### src/rtl/temac_tx_arbiter.sv
// Two-port round-robin frame arbiter for the TEMAC client TX interface.
// Runs the first-byte/ack handshake, enforces the inter-frame gap and counts frames/underruns.
module temac_tx_arbiter #(
    parameter int GAP_CYCLES = 4,
    parameter int CNT_W      = 16
) (
    input  logic             clk_125,
    input  logic             reset,
    input  logic             req0_valid,
    input  logic [7:0]       req0_data,
    input  logic             req0_last,
    output logic             req0_ready,
    input  logic             req1_valid,
    input  logic [7:0]       req1_data,
    input  logic             req1_last,
    output logic             req1_ready,
    output logic [7:0]       mac_tx_data,
    output logic             mac_tx_dvld,
    input  logic             mac_tx_ack,
    output logic             mac_tx_underrun,
    input  logic             mac_syncacquired,
    output logic             grant,
    output logic             busy,
    output logic [CNT_W-1:0] frames0,
    output logic [CNT_W-1:0] frames1,
    output logic [CNT_W-1:0] underruns
);

    typedef enum logic [2:0] {
        ST_IDLE,
        ST_WAIT_ACK,
        ST_STREAM,
        ST_DRAIN,
        ST_GAP
    } state_t;

    localparam logic [7:0]       GAP_LOAD = 8'(GAP_CYCLES);
    localparam logic [CNT_W-1:0] CNT_ONE  = {{(CNT_W-1){1'b0}}, 1'b1};

    state_t     state;
    state_t     state_next;
    logic       grant_q;
    logic       last_grant;
    logic [7:0] gap_cnt;

    logic       sel_valid;
    logic       sel_last;
    logic [7:0] sel_data;
    logic       sel_ready;
    logic       start;
    logic       pick;
    logic       frame_done;
    logic       underrun_evt;

    assign sel_valid = grant_q ? req1_valid : req0_valid;
    assign sel_last  = grant_q ? req1_last  : req0_last;
    assign sel_data  = grant_q ? req1_data  : req0_data;

    // On contention the port that did not own the previous frame wins.
    assign start = mac_syncacquired && (req0_valid || req1_valid);
    assign pick  = (req0_valid && req1_valid) ? ~last_grant : req1_valid;

    always_ff @(posedge clk_125 or posedge reset) begin
        if (reset) begin
            state <= ST_IDLE;
        end else begin
            state <= state_next;
        end
    end

    always_comb begin
        state_next   = state;
        frame_done   = 1'b0;
        underrun_evt = 1'b0;
        unique case (state)
            ST_IDLE: begin
                if (start) begin
                    state_next = ST_WAIT_ACK;
                end
            end
            ST_WAIT_ACK: begin
                if (mac_tx_ack) begin
                    if (sel_last) begin
                        state_next = ST_GAP;
                        frame_done = 1'b1;
                    end else begin
                        state_next = ST_STREAM;
                    end
                end
            end
            ST_STREAM: begin
                if (!sel_valid) begin
                    state_next   = ST_DRAIN;
                    underrun_evt = 1'b1;
                end else if (sel_last) begin
                    state_next = ST_GAP;
                    frame_done = 1'b1;
                end
            end
            ST_DRAIN: begin
                if (sel_valid && sel_last) begin
                    state_next = ST_GAP;
                end
            end
            ST_GAP: begin
                if (gap_cnt == 8'd1) begin
                    state_next = ST_IDLE;
                end
            end
            default: begin
                state_next = ST_IDLE;
            end
        endcase
    end

    always_comb begin
        mac_tx_dvld = 1'b0;
        mac_tx_data = 8'h00;
        sel_ready   = 1'b0;
        busy        = 1'b0;
        unique case (state)
            ST_WAIT_ACK: begin
                mac_tx_dvld = 1'b1;
                mac_tx_data = sel_data;
                sel_ready   = mac_tx_ack;
                busy        = 1'b1;
            end
            ST_STREAM: begin
                mac_tx_dvld = sel_valid;
                mac_tx_data = sel_data;
                sel_ready   = sel_valid;
                busy        = 1'b1;
            end
            ST_DRAIN: begin
                sel_ready = 1'b1;
                busy      = 1'b1;
            end
            default: begin
                mac_tx_dvld = 1'b0;
            end
        endcase
    end

    assign req0_ready = sel_ready & ~grant_q;
    assign req1_ready = sel_ready &  grant_q;
    assign grant      = grant_q;

    // The gap counter reaches zero on the cycle GAP hands back to IDLE.
    always_ff @(posedge clk_125 or posedge reset) begin
        if (reset) begin
            grant_q    <= 1'b0;
            last_grant <= 1'b1;
            gap_cnt    <= 8'd0;
        end else begin
            if (state == ST_IDLE && start) begin
                grant_q    <= pick;
                last_grant <= pick;
            end
            if (state != ST_GAP && state_next == ST_GAP) begin
                gap_cnt <= GAP_LOAD;
            end else if (state == ST_GAP) begin
                gap_cnt <= gap_cnt - 8'd1;
            end
        end
    end

    always_ff @(posedge clk_125 or posedge reset) begin
        if (reset) begin
            mac_tx_underrun <= 1'b0;
            frames0         <= '0;
            frames1         <= '0;
            underruns       <= '0;
        end else begin
            mac_tx_underrun <= underrun_evt;
            if (frame_done) begin
                if (grant_q) begin
                    frames1 <= frames1 + CNT_ONE;
                end else begin
                    frames0 <= frames0 + CNT_ONE;
                end
            end
            if (underrun_evt) begin
                underruns <= underruns + CNT_ONE;
            end
        end
    end

endmodule

### config.mk
export PLATFORM = sky130hd
export DESIGN_NAME = temac_tx_arbiter
export DESIGN_NICKNAME = d
export VERILOG_FILES = /design/src/rtl/temac_tx_arbiter.sv
export SDC_FILE = /design/constraint.sdc
export NUM_CORES = 1
export LEC_CHECK = 0
export CORE_MARGIN = 2
export CORE_UTILIZATION = 49
export CTS_BUF_LIST = sky130_fd_sc_hd__clkbuf_16
export DETAILED_ROUTE_END_ITERATION = 12
export PLACE_DENSITY = 0.8
export SETUP_SLACK_MARGIN = 0.4
export SLEW_MARGIN = 20
export SYNTH_ARGS = -nofsm -noshare
export SYNTH_HDL_FRONTEND = slang
export SYNTH_SLANG_ARGS = --single-unit
### constraint.sdc
create_clock -name clk_125 -period 2.3 [get_ports clk_125]
set_input_delay 0.46 -clock clk_125 [delete_from_list [all_inputs] [get_ports clk_125]]
set_output_delay 0.46 -clock clk_125 [all_outputs]
set_load 0.005 [all_outputs]
Word level (Yosys, flattened, before mapping) --
Cells that the tools add are included.
Storage, ports and cells: flip-flop bits (word level) 62, input port bits 24, output and inout bits 62, logic and storage cells 59
Cells by class: $add $sub $neg 4, eq/ne operators 7, multiplexer cells 24, bitwise operators 4, reduce and logical (&&, ||, !) cells 12
Operator list (count):
- 16-bit by 1-bit adder with 16-bit output, second input constant | 3
- 8-bit 2-to-1 mux | 4
- 3-bit 2-to-1 mux | 7
- 3-bit case mux with 5 select lines | 1
- 1-bit 2-to-1 mux | 9
- 8-bit by 1-bit equality test with 1-bit output, second input constant | 1
- 8-bit by 1-bit subtractor with 8-bit output, second input constant | 1
- 3-bit by 2-bit equality test with 1-bit output, second input constant | 2
- 3-bit equality test, second input constant | 2
- 1-bit logical AND | 5
- 1-bit case mux with 2 select lines | 2
- 2-bit AND reduction | 2
- 3-bit by 1-bit equality test with 1-bit output, second input constant | 1
- 3-bit zero test | 1
- 3-bit inequality test, second input constant | 1
- 1-bit case mux with 3 select lines | 1
- 3-bit OR reduction | 1
- 1-bit AND | 2
- 1-bit inverter | 2
- 2-bit nonzero test | 1
- 2-bit OR reduction | 1
- 1-bit logical OR | 1

Logic depth before layout (Yosys ltp) --
depth after elaboration 7, depth in mapped cells 7

Worst setup path before layout --
OpenSTA, ideal clock, no wires.
path type flip-flop to flip-flop, start register state[2], end register frames0[1], arrival time 1.604 ns, data required time 2.175 ns, setup slack 0.571 ns, stages on the path, launching flop included 5, path buffers 1, path through dfrtp_1 clkbuf_1 or3b_1 a221oi_2 mux2_2
On the way: longest elaborated chain between the ends 3, elaborated cells between the ends (all ways) 4, those cells by class eq/ne (2); mux (1); reduce/logical (1)
Ends and longest elaborated chain:
- start: declaration | line 40 | state_t state;
- start signal: assignment | line 67 | state <= state_next;
- 3-bit by 2-bit equality test with 1-bit output or 3-bit by 1-bit equality test with 1-bit output (tied branches) | line 75 | unique case (state)
- 1-bit case mux with 2 select lines * | line 75
- 2-bit AND reduction (no line) *
- end signal: assignment | line 179 | frames0 <= frames0 + CNT_ONE;
- end: declaration | line 24 | output logic [CNT_W-1:0] frames0,
Every way passes the cells marked *; elsewhere a longest branch is shown, timed or not. A chain may end at the register's enable or synchronous reset.

Worst setup path in the final report --
start register state[1], end register frames0[3]
Same word-level chain as after synthesis.

==> impl_metrics.csv <==
group,metric,value,unit
logic_synthesis,syn_area_per_cell,10.8,um2
critical_path,critPathLaunchType,"flip-flop",
placed_design,dp_cells,475,
grt,track_usage,23.7,%
cts,clk_latency,0.33,ns
cts,cts_sinks,62,
final_layout,diodes,0,
final_layout,syn_to_final_growth,55.2,%
floorplan,core_area,6460,um2
power_and_ir_drop,vdd_ir_drop_max,0.000742,V
timing,tightest_slew,0.481,ns
logic_synthesis,yosysSeqAreaShare,46.8,%
logic_synthesis,synth_edf_count,0,
final_layout,final_util,79.7,%
detailed_routing,post_drt_wl_per_cell,18.1,um
cts,clk_pin_slew,0.06,ns
final_layout,nets,465,
detailed_routing,finalWirelength,9390,um
detailed_routing,routed-wl-met3,492,um
logic_synthesis,syn-num-nets,336,
final_layout,fin_area,5140,um2
logic_synthesis,synth_area,3320,um2
detailed_routing,drt_iter0_drc,163,
logic_synthesis,yosys_register_bits,62,
grt,grt_pass1_vias,2891,
critical_path,cp-end-kind,"flip-flop",
timing,finalHoldViolCount,0,
power_and_ir_drop,p_leak,2.31,nW
detailed_routing,topRoutingLayerUsed,"met4",
detailed_routing,drt_first_pass_iters,4,
floorplan,fp.dieW,86.3,um
grt,overflow,0,
timing,skew,0.00776,ns
timing,final-setup-viol-count,0,
floorplan,start_util,51.3,%
critical_path,critPathMaxFanout,5,
floorplan,rows,29,
floorplan,die_y,86.3,um
critical_path,crit_required,2.51,ns
cts,h-tree-depth,3,
timing,max_freq,510,MHz
grt,antenna_found_initial,0,
timing,rsz0062_at_grt,"true",
job,max_cap_viol_count,0,
placed_design,place_ws,-0.149,ns
run_status,status,"complete, no violations",
logic_synthesis,ys.flop_type,"dfrtp_1",
placed_design,dp_hpwl,5250,um
detailed_routing,vias,2924,
detailed_routing,ant_nets,0,
cts,clock_path_buffers,2,
placed_design,gp_congestion,0.813,
timing,slew_viol_final,0,
placed_design,port_buffers,85,
final_layout,stdcell_count,518,
timing,period_needed,1.96,ns
power_and_ir_drop,finalPower,5.04,mW
grt,grt_first_pass_wirelength,13800,um
critical_path,arrival,2.17,ns
detailed_routing,drcViolationCount,0,
logic_synthesis,ys_types,51,
hold_path,min-delay-path-class,"flip-flop to flip-flop",
final_layout,drive_gt1_share,27.7,%
detailed_routing,vias_per_cell,5.64,
logic_synthesis,synthCells,307,
critical_path,path_class,"flip-flop to flip-flop",
floorplan,io_pins,86,
hold_path,whs_path_depth,1,
timing,slew_headroom,67.6,%
placed_design,place_area,4350,um2
timing,setup_ws,0.340,ns
grt,grt_max_degree,63,
cts,numCtsBuffers,9,
detailed_routing,wl_met2,4850,um
logic_synthesis,synthArstFlopShare,100,%
logic_synthesis,ys_warn_count,0,
power_and_ir_drop,pwr_density_cell,979,nW/um2
critical_path,ff2ff_setup_slack,0.34,ns
cts,cts_root_buffer,"clkbuf_16",
detailed_routing,m1WireLength,3840,um
cts,cts_tree,"done",
floorplan,die-area,7440,um2
critical_path,r2r_cells,8,
timing,fin_crit_sh,85.2,%
-- synthesized netlist by cell type (2+ instances only) --
master    count  area (um2)
clkbuf_1      5        18.8
mux2_2        4        45.0
nand4_1      16         100
and4_1        6        52.6
buf_6         3        33.8
dfrtp_1      61        1530
nand2_1      20        75.1
nor2_1       22        82.6
inv_1        10        37.5
and3_1        8        50.1
nand2b_1      3        18.8
o21ai_0      11        55.1
xor2_1       19         166
o211ai_1      2        15.0
nand3b_1      3        22.5
a21oi_1       3        15.0
mux2i_1      11         110
ha_1          5        62.6
xnor2_1      28         245
nor3b_1       2        15.0
buf_2         4        20.0
nor4_2        2        25.0
nand3_1      12        60.1
nor3_2       10         100
nor3_1        7        35.0
a221oi_2      2        30.0
a21o_1        4        30.0
-- through the flow --
step	hold slack [ns]	TNS, ns
5_1_grt	0.505	0
2_1_floorplan	0.440	0
3_3_place_gp	0.455	-0.351
6_report	0.463	0
3_5_place_dp	0.459	-0.370
4_1_cts	0.468	0
-- path summary, 6_finish.rpt --
path | from | end
max | state[1] | frames0[3]
min | frames1[15] | frames1[15]
max reg2reg | state[1] | frames0[3]
min reg2reg | frames1[15] | frames1[15]
max in group asynchronous | reset | last_grant
min in group asynchronous | reset | underruns[5]
-- layout make-up --
class,count,area [um2]
repair buffers,130,1310
fillers,374,1310
flip-flops and latches,62,1560
clock inverters,7,65.1
well taps,77,96.3
multi-input cells,223,1850
inverters,10,41.3
clock buffers,9,225
-- sequential cells by signal (all words and copies together) (netlist names) --
| register | count |
|---|---|
| frames1 | 16 |
| mac_tx_underrun | 1 |
| underruns | 16 |
| frames0 | 16 |
| last_grant | 1 |
| state | 3 |
| gap_cnt | 8 |
| grant | 1 |
-- repair_timing --
item	4_1_cts	5_1_grt
pin swaps	12	30
gates cloned	1	2
buffers inserted	15	9
gates resized for setup	70	35
hold buffers	0	0
setup endpoints to repair	22	56
-- layer usage --
metal	track usage, %	vias up
met5	0	-
met2	40.2	116
met1	29.0	1437
met3	4.48	20
met4	11.5	0
li1	-	1351
-- cells in the final DEF, fill, tap and decap left out, types with 14 or more instances in the layout --
master           instances
nor2_1                  17
buf_4                   25
xnor2_1                 27
clkdlybuf4s50_1         69
nand4_1                 16
xor2_1                  19
dfrtp_1                 57
buf_6                   14
nand2_1                 19
-- where the power goes --
part / total (mW) / internal [mW] / switching, mW
Combinational: 2.17 / 1.18 / 0.996
Clock: 1.32 / 0.828 / 0.495
Sequential: 1.54 / 1.29 / 0.253
-- kinds of logic (layout without fill, tap and decap cells) --
kind of cell,Yosys count,count (layout),synth area share (%)
fa+ha+maj,5,5,1.89
flops,62,62,46.8
xor+xnor,47,47,12.4
buf+inv,22,156,3.32
compound gates,29,29,5.96
mux,17,17,5.77
simple gates,125,125,23.8
-- worst max-delay path, stage by stage, from the launching register on --
cell	delay (ns)
dfrtp_2	0.43
buf_6	0.13
buf_6	0.12
nand3b_1	0.26
buf_6	0.20
a221oi_4	0.30
buf_6	0.16
nand4_1	0.11
xnor2_1	0.14
Power figures use the tool's default switching activity.
